## src/rtl/log_mult_dot_accum_if.sv

```systemverilog
// ============================================================================
// Module      : log_mult_dot_accum_if
// Description : Product-in / dot-product-out handshake bundle
// Revision    : 1.0
// ============================================================================
`default_nettype none

interface log_mult_dot_accum_if #(
    parameter int PROD_W = 32,
    parameter int ACC_W  = 40,
    parameter int CNT_W  = 4
) ();
    logic              i_prod_valid;
    logic              o_prod_ready;
    logic [PROD_W-1:0] i_prod;
    logic              i_prod_last;
    logic              o_acc_valid;
    logic              i_acc_ready;
    logic [ACC_W-1:0]  o_acc;
    logic [CNT_W-1:0]  o_acc_count;
    logic              o_acc_sat;

    modport slave (
        input  i_prod_valid, i_prod, i_prod_last, i_acc_ready,
        output o_prod_ready, o_acc_valid, o_acc, o_acc_count, o_acc_sat
    );

    modport master (
        output i_prod_valid, i_prod, i_prod_last, i_acc_ready,
        input  o_prod_ready, o_acc_valid, o_acc, o_acc_count, o_acc_sat
    );
endinterface

`default_nettype wire

```

## src/rtl/log_mult_dot_accum.sv

```systemverilog
// ============================================================================
// Module      : log_mult_dot_accum
// Description : Saturating group accumulator for signed approximate products
// Revision    : 1.0
// ============================================================================
`default_nettype none

module log_mult_dot_accum #(
    parameter  int PROD_W = 32,
    parameter  int ACC_W  = 40,
    parameter  int LEN    = 8,
    localparam int CNT_W  = $clog2(LEN + 1)
) (
    input  wire logic               i_clk,
    input  wire logic               i_rst,
    log_mult_dot_accum_if.slave     bus
);

    typedef enum logic [0:0] {
        ST_ACCUM = 1'b0,
        ST_HOLD  = 1'b1
    } state_t;

    localparam logic [ACC_W-1:0] c_SAT_MAX = {1'b0, {(ACC_W-1){1'b1}}};
    localparam logic [ACC_W-1:0] c_SAT_MIN = {1'b1, {(ACC_W-1){1'b0}}};

    state_t             r_state;
    state_t             w_state_nxt;
    logic [ACC_W-1:0]   r_sum;
    logic [CNT_W-1:0]   r_count;
    logic               r_sat;
    logic [ACC_W-1:0]   r_acc;
    logic [CNT_W-1:0]   r_acc_count;
    logic               r_acc_sat;

    logic               w_ready;
    logic               w_accept;
    logic               w_close;
    logic [ACC_W:0]     w_sum_ext;
    logic [ACC_W-1:0]   w_sum_clamp;
    logic               w_sat_nxt;
    logic [CNT_W-1:0]   w_cnt_nxt;

    assign w_ready  = (r_state == ST_ACCUM) || bus.i_acc_ready;
    assign w_accept = bus.i_prod_valid && w_ready;

    // Running sum is already zero while holding, so a product accepted in
    // HOLD naturally starts the next group.
    assign w_sum_ext = {r_sum[ACC_W-1], r_sum}
                     + {{(ACC_W+1-PROD_W){bus.i_prod[PROD_W-1]}}, bus.i_prod};
    assign w_cnt_nxt = r_count + CNT_W'(1);
    assign w_close   = w_accept && ((w_cnt_nxt == CNT_W'(LEN)) || bus.i_prod_last);

    // Overflow shows as disagreement between the guard bit and the sign bit.
    always_comb begin
        w_sum_clamp = w_sum_ext[ACC_W-1:0];
        w_sat_nxt   = r_sat;
        if (w_sum_ext[ACC_W] != w_sum_ext[ACC_W-1]) begin
            w_sum_clamp = w_sum_ext[ACC_W] ? c_SAT_MIN : c_SAT_MAX;
            w_sat_nxt   = 1'b1;
        end
    end

    always_comb begin
        w_state_nxt = r_state;
        case (r_state)
            ST_ACCUM: if (w_close) w_state_nxt = ST_HOLD;
            ST_HOLD:  if (bus.i_acc_ready) w_state_nxt = w_close ? ST_HOLD : ST_ACCUM;
            default:  w_state_nxt = ST_ACCUM;
        endcase
    end

    always_ff @(posedge i_clk) begin
        if (i_rst) begin
            r_state     <= ST_ACCUM;
            r_sum       <= '0;
            r_count     <= '0;
            r_sat       <= 1'b0;
            r_acc       <= '0;
            r_acc_count <= '0;
            r_acc_sat   <= 1'b0;
        end else begin
            r_state <= w_state_nxt;
            if (w_accept) begin
                if (w_close) begin
                    r_acc       <= w_sum_clamp;
                    r_acc_count <= w_cnt_nxt;
                    r_acc_sat   <= w_sat_nxt;
                    r_sum       <= '0;
                    r_count     <= '0;
                    r_sat       <= 1'b0;
                end else begin
                    r_sum       <= w_sum_clamp;
                    r_count     <= w_cnt_nxt;
                    r_sat       <= w_sat_nxt;
                end
            end
        end
    end

    assign bus.o_prod_ready = w_ready;
    assign bus.o_acc_valid  = (r_state == ST_HOLD);
    assign bus.o_acc        = r_acc;
    assign bus.o_acc_count  = r_acc_count;
    assign bus.o_acc_sat    = r_acc_sat;

endmodule

`default_nettype wire

```

## src/flat_wrapper.sv

```systemverilog
// flat-port wrapper written by rule: the top's interface ports become plain ports
module log_mult_dot_accum_flat 
#(
    parameter  int PROD_W = 32,
    parameter  int ACC_W  = 40,
    parameter  int LEN    = 8,
    localparam int CNT_W  = $clog2(LEN + 1)
)
  (i_clk, i_rst, bus_i_prod_valid, bus_i_prod, bus_i_prod_last, bus_i_acc_ready, bus_o_prod_ready, bus_o_acc_valid, bus_o_acc, bus_o_acc_count, bus_o_acc_sat);
  log_mult_dot_accum_if #(.PROD_W(PROD_W), .ACC_W(ACC_W), .CNT_W(4)) bus_i ();
  input  wire logic i_clk;
  input  wire logic i_rst;
  input wire logic [$bits(bus_i.i_prod_valid)-1:0] bus_i_prod_valid;
  input wire logic [$bits(bus_i.i_prod)-1:0] bus_i_prod;
  input wire logic [$bits(bus_i.i_prod_last)-1:0] bus_i_prod_last;
  input wire logic [$bits(bus_i.i_acc_ready)-1:0] bus_i_acc_ready;
  output wire logic [$bits(bus_i.o_prod_ready)-1:0] bus_o_prod_ready;
  output wire logic [$bits(bus_i.o_acc_valid)-1:0] bus_o_acc_valid;
  output wire logic [$bits(bus_i.o_acc)-1:0] bus_o_acc;
  output wire logic [$bits(bus_i.o_acc_count)-1:0] bus_o_acc_count;
  output wire logic [$bits(bus_i.o_acc_sat)-1:0] bus_o_acc_sat;
  assign bus_i.i_prod_valid = bus_i_prod_valid;
  assign bus_i.i_prod = bus_i_prod;
  assign bus_i.i_prod_last = bus_i_prod_last;
  assign bus_i.i_acc_ready = bus_i_acc_ready;
  assign bus_o_prod_ready = bus_i.o_prod_ready;
  assign bus_o_acc_valid = bus_i.o_acc_valid;
  assign bus_o_acc = bus_i.o_acc;
  assign bus_o_acc_count = bus_i.o_acc_count;
  assign bus_o_acc_sat = bus_i.o_acc_sat;
  log_mult_dot_accum #(.PROD_W(PROD_W), .ACC_W(ACC_W), .LEN(LEN)) u_core (.i_clk(i_clk), .i_rst(i_rst), .bus(bus_i));
endmodule
```

## config.mk

```make
export PLATFORM = sky130hd
export DESIGN_NAME = log_mult_dot_accum_flat
export DESIGN_NICKNAME = d
export VERILOG_FILES = /design/src/rtl/log_mult_dot_accum_if.sv /design/src/rtl/log_mult_dot_accum.sv /design/src/flat_wrapper.sv
export SDC_FILE = /design/constraint.sdc
export NUM_CORES = 1
export LEC_CHECK = 0
export ABC_CLOCK_PERIOD_IN_PS = 3590
export BUFFER_PORTS_ARGS = -buffer_cell sky130_fd_sc_hd__buf_2
export CAP_MARGIN = 20
export CORE_AREA = 2 2 102 104
export CTS_CLUSTER_DIAMETER = 80
export DETAILED_ROUTE_END_ITERATION = 16
export DIE_AREA = 0 0 104 106
export PLACE_DENSITY = 0.79
export SYNTH_ARGS = -nofsm -noshare
export SYNTH_HDL_FRONTEND = slang
export SYNTH_SLANG_ARGS = --single-unit
```

## constraint.sdc

```tcl
create_clock -name i_clk -period 3.59 [get_ports i_clk]
set_clock_uncertainty 0.05 [all_clocks]
set_input_delay 0.359 -clock i_clk [delete_from_list [all_inputs] [get_ports i_clk]]
set_output_delay 0.359 -clock i_clk [all_outputs]
set_load 0.02 [all_outputs]
```

Yosys cells after proc, flatten, opt, wreduce, memory -nomap -nowiden
Index checks and enable logic that the tools add are counted.
- output and inout bits: 47
- word-level logic and storage cells: 26
- flip-flop bits (word level): 91
- mux-type cells: 9
- add/sub/neg operators: 2
- eq/ne operators: 2
- bitwise gates (word level): 1
- reductions and logical operators: 5
- operators by type and width (cell ; number):
    2-to-1 mux 40 bit ; 3
    adder 40 x 32 -> 41 bit ; 1
    adder 4 x 1 -> 4 bit, second input constant ; 1
    == test 4 bit, second input constant ; 1
    2-to-1 mux 1 bit ; 4
    2-to-1 mux 4 bit ; 1
    logical AND 1 bit ; 2
    logical OR 1 bit ; 2
    case mux 1 bit (2 select lines) ; 1
    AND reduction 2 bit ; 1
    != test 1 bit ; 1
    NOT 1 bit ; 1

Depth between registers and ports, before layout
- word-level depth: 7
- mapped depth: 14

Worst setup path before layout
Ideal clock, no wire load.
- path kind: in2reg
- from: input port bus_i_prod[9]
- to: register u_core.r_sum[5]
- stages on the path: 12
- data required time: 3.411 ns
- arrival time: 2.831 ns
- path buffers: 2
- path slack: 0.580 ns
- setup time: 0.129 ns
- cell sequence: ha_1 -> and4_1 -> nand3_1 -> o211a_4 -> a2111o_1 -> a21bo_2 -> a211o_2 -> and2_1 -> buf_2 -> buf_4 -> nand2_1 -> o211ai_1
- cells in the longest elaborated chain, start to end: 4
- elaborated cells between the ends (all ways): 5
- RTL lines (element ; RTL line ; text):
    start: declaration ; flat_wrapper.sv:14 ; input wire logic [$bits(bus_i.i_prod)-1:0] bus_i_prod;
    adder 40 x 32 -> 41 bit * ; log_mult_dot_accum.sv:50 ; + {{(ACC_W+1-PROD_W){bus.i_prod[PROD_W-1]}}, bus.i_prod};
    2-to-1 mux 40 bit or != test 1 bit (tied branches) ; log_mult_dot_accum.sv:59, log_mult_dot_accum.sv:58 ;
    2-to-1 mux 40 bit * ; log_mult_dot_accum.sv:58 ; if (w_sum_ext[ACC_W] != w_sum_ext[ACC_W-1]) begin
    2-to-1 mux 40 bit * ; log_mult_dot_accum.sv:85 ; if (w_close) begin
    end signal: assignment ; log_mult_dot_accum.sv:93 ; r_sum <= w_sum_clamp;
    end: declaration ; log_mult_dot_accum.sv:29 ; logic [ACC_W-1:0] r_sum;
Every way passes the cells marked *; elsewhere a longest branch is shown, timed or not.
A chain may end at the register's enable or synchronous reset.

Worst setup path in the final report
- from: register u_core.r_sum[9]
- to: register u_core.r_acc[16], in the netlist u_core.bus.o_acc[16]
- cells in the longest elaborated chain, start to end: 3
- elaborated cells between the ends (all ways): 4
- RTL lines (element ; RTL line ; text):
    adder 40 x 32 -> 41 bit * ; log_mult_dot_accum.sv:50 ;
    2-to-1 mux 40 bit or != test 1 bit (tied branches) ; log_mult_dot_accum.sv:59, log_mult_dot_accum.sv:58 ;
    2-to-1 mux 40 bit * ; log_mult_dot_accum.sv:58 ;
    end signal: assignment ; log_mult_dot_accum.sv:86 ; r_acc <= w_sum_clamp;
    end: declaration ; log_mult_dot_accum.sv:32 ; logic [ACC_W-1:0] r_acc;
Marked as above.

==> run_results.csv <==
group,metric,value,unit
routing,wl_per_cell,17.57,µm
global_routing,grt_pass1_vias,5428,
timing,relSlewSlack,0.5764,
routing,viasPerCell,6.048,
setup_path,path_buf_inv,0,
global_routing,grt_max_degree,40,
layout,area_growth,15.48,%
placed_design,dp_hpwl,12.36,mm
floorplanning,placementRows,37,
setup_path,critPathMaxStageDelay,510,ps
cts,cts_buffer_depth,2,
layout,drive_above_1_share,0.1857,
layout,antenna_cells,0,
routing,ant_nets,0,
global_routing,antenna_found_initial,0,
min_path,hp-class,"input pin to flop",
layout,layout_commonest_cell,"nand2_1",
cts,cts_buffers,9,
synthesis,ys_types,66,
setup_path,worstSetupPathType,"flop to flop",
timing,finalCritPeriodShare,0.9506,
timing,finalSetupViolations,0,
floorplanning,num_io_pins,84,
setup_path,critPathMaxFanout,13,
timing,worst_pin_slew,634.7,ps
placed_design,pre_cts_ws,-38.28,ps
timing,final.min_clock_period,3413,ps
routing,drc_errors,0,
global_routing,overflow,0,
routing,routed_wirelength,16.39,mm
synthesis,yosysWarnings,0,
setup_path,crit_required,3780,ps
synthesis,syn_area_per_cell,7.945,µm²
timing,clock.fmax,293.0,MHz
power,irDropWorstVdd,321.8,µV
layout,fin_area,6477,µm²
setup_path,worstSetupStartpointType,"flop",
layout,stdcell_count,933,
placed_design,dp_cells,917,
setup_path,endpoint_kind,"flop",
global_routing,grt_usage,0.3024,
floorplanning,die_w,104,µm
layout,final_cell_mix,"nand2_1 (110), dfxtp_1 (91), buf_2 (83), nor2_1 (67), a21oi_1 (57)",
timing,hold_violations,0,
floorplanning,dieArea,11020,µm²
routing,drtIter0Drc,398,
run_status,outcome,"completed",
layout,final_core_util,0.6478,
cts,cts.htree.levels,3,
synthesis,netlist_area,5609,µm²
synthesis,synth.net_count,785,
power,leakagePower,2.875,nW
cts,clk_pin_slew,90,ps
routing,vias,5643,
floorplanning,die_h,106,µm
placed_design,postPlaceCellArea,6248,µm²
layout,nFillCells,860,
setup_path,crit_slowest_cell,"nor2_2",
routing,drtPass1Iterations,5,
cts,clkLatencyLatePin,380,ps
layout,regArea,1822,µm²
timing,fin_ws,177.3,ps
power,power_density,506.9,nW/µm²
synthesis,ys_seq_area_frac,0.3248,
timing,rsz0062_at_grt,"no",
timing,slew_violations,0,
synthesis,postSynth.asyncResetShare,0,
cts,cts_hold_buf,0,
setup_path,path_delay_family,"compound AO/OA/AOI/OAI gates",
synthesis,synthCells,706,
synthesis,synth-edff-count,0,
cts,cts-root-buf,"clkbuf_8",
synthesis,yosys_most_used_dff,"dfxtp_1",
setup_path,critPathArrivalTime,3600,ps
global_routing,grt_pass1_wl,26.73,mm
setup_path,path_cells,"ha_1, a2111oi_0, o21ai_0, o21a_1, o31ai_1, a21oi_1, o22ai_2, nor2_8, nor2_2, a211oi_1",
placed_design,port-buffer-count,83,
floorplanning,start_util,0.5609,
layout,nNetsFinal,871,
floorplanning,core-area,10000,µm²
job,cap_violations,0,
placed_design,gp_congestion,0.9838,
cts,cts.sinks,91,
cts,cts_tree,"done",
synthesis,yosys_register_bits,91,
layout,multi_input_area,3560,µm²
-- worst register-to-register path, stage by stage (launching register included) --
cell,delay (ps)
dfxtp_1,340
ha_1,360
a2111oi_0,460
o21ai_0,160
o21a_1,180
o31ai_1,350
a21oi_1,160
o22ai_2,400
nor2_8,130
nor2_2,520
a211oi_1,160
-- synth_stat cells, types with 3 or more instances --
library cell    n  area (µm²)
nand2_1       110       412.9
dfxtp_1        91        1822
nor2_1         70       262.8
a21oi_1        57       285.3
o21ai_0        49       245.2
ha_1           41       513.0
a211oi_1       22       165.2
xnor2_1        22       192.7
a22o_1         21       183.9
clkbuf_1       21       78.83
inv_1          15       56.30
nand3_1        15       75.07
o211ai_1       15       112.6
a21o_1         12       90.09
xor2_1         11       96.34
nor3_1          9       45.04
o21a_1          9       67.56
nand4_1         8       50.05
buf_2           7       35.03
a31oi_1         6       37.54
and2_1          6       37.54
buf_4           5       37.54
o21bai_1        5       37.54
a221o_1         4       40.04
and3_1          4       25.02
nand2b_1        4       25.02
nor2b_1         4       25.02
nor4_1          4       25.02
o21ai_1         4       20.02
a21boi_0        3       22.52
o22ai_1         3       18.77
o31ai_1         3       22.52
or3_1           3       18.77
-- final cells by class --
class	instances	area share
multi-input combinational	563	0.5495
sequential	91	0.2812
timing repair buffer	112	0.09967
tap	136	0.02627
clock buffer	11	0.02183
clock inverter	5	0.01275
inverter	15	0.008692
-- per-layer routing --
metal,wire [µm],track usage
met5,0,0
met4,594,0.1390
met3,1115,0.06193
met2,7547,0.4930
met1,7132,0.3867
-- flip-flops by register name, indices dropped and copies added (netlist names) --
| signal | cells |
|---|---|
| u_core.bus.o_acc_sat | 1 |
| u_core.bus.o_acc_count | 4 |
| u_core.r_sat | 1 |
| u_core.bus.o_acc | 40 |
| u_core.r_count | 4 |
| u_core.r_sum | 40 |
| u_core.bus.o_acc_valid | 1 |
-- logic make-up after synthesis --
family                     share of synthesized area
buffers and inverters                        0.04238
xor gates and xnor gates                     0.05153
DFF                                           0.3248
adders and majority gates                    0.09503
AOI/OAI and AO/OA                             0.2853
and+or+nand+nor                               0.2010
-- power by group --
part           total [mW]  switching (mW)  internal (mW)
Combinational        1.30           0.802          0.498
Clock               0.786           0.371          0.415
Sequential           1.20          0.0708           1.13
-- through the flow --
stage	setup TNS (ps)	hold WS (ps)	total power, mW
after detailed placement	-218.5	388.5	2.489
final	0	272.9	3.284
after CTS	0	262.4	3.276
after floorplan	0	379.1	2.104
after global placement	0	379.8	2.463
after global routing	0	296.8	3.474
-- path summary, 6_finish.rpt --
path                         from                endpoint  slack [ps]  cells after the start
max               u_core.r_sum[9]    u_core.bus.o_acc[16]         180                     10
min               bus_i_acc_ready  u_core.bus.o_acc_valid         270                      3
max reg2reg       u_core.r_sum[9]    u_core.bus.o_acc[16]         180                     10
min reg2reg  u_core.bus.o_acc[29]    u_core.bus.o_acc[29]         400                      2
-- repair_timing --
action | 4_1_cts | 5_1_grt
endpoints found under the setup margin | 0 | 21
setup buffers | 0 | 0
resized for setup | 0 | 2
hold endpoints to repair | 0 | 0
(Power assumes the default switching activity.)
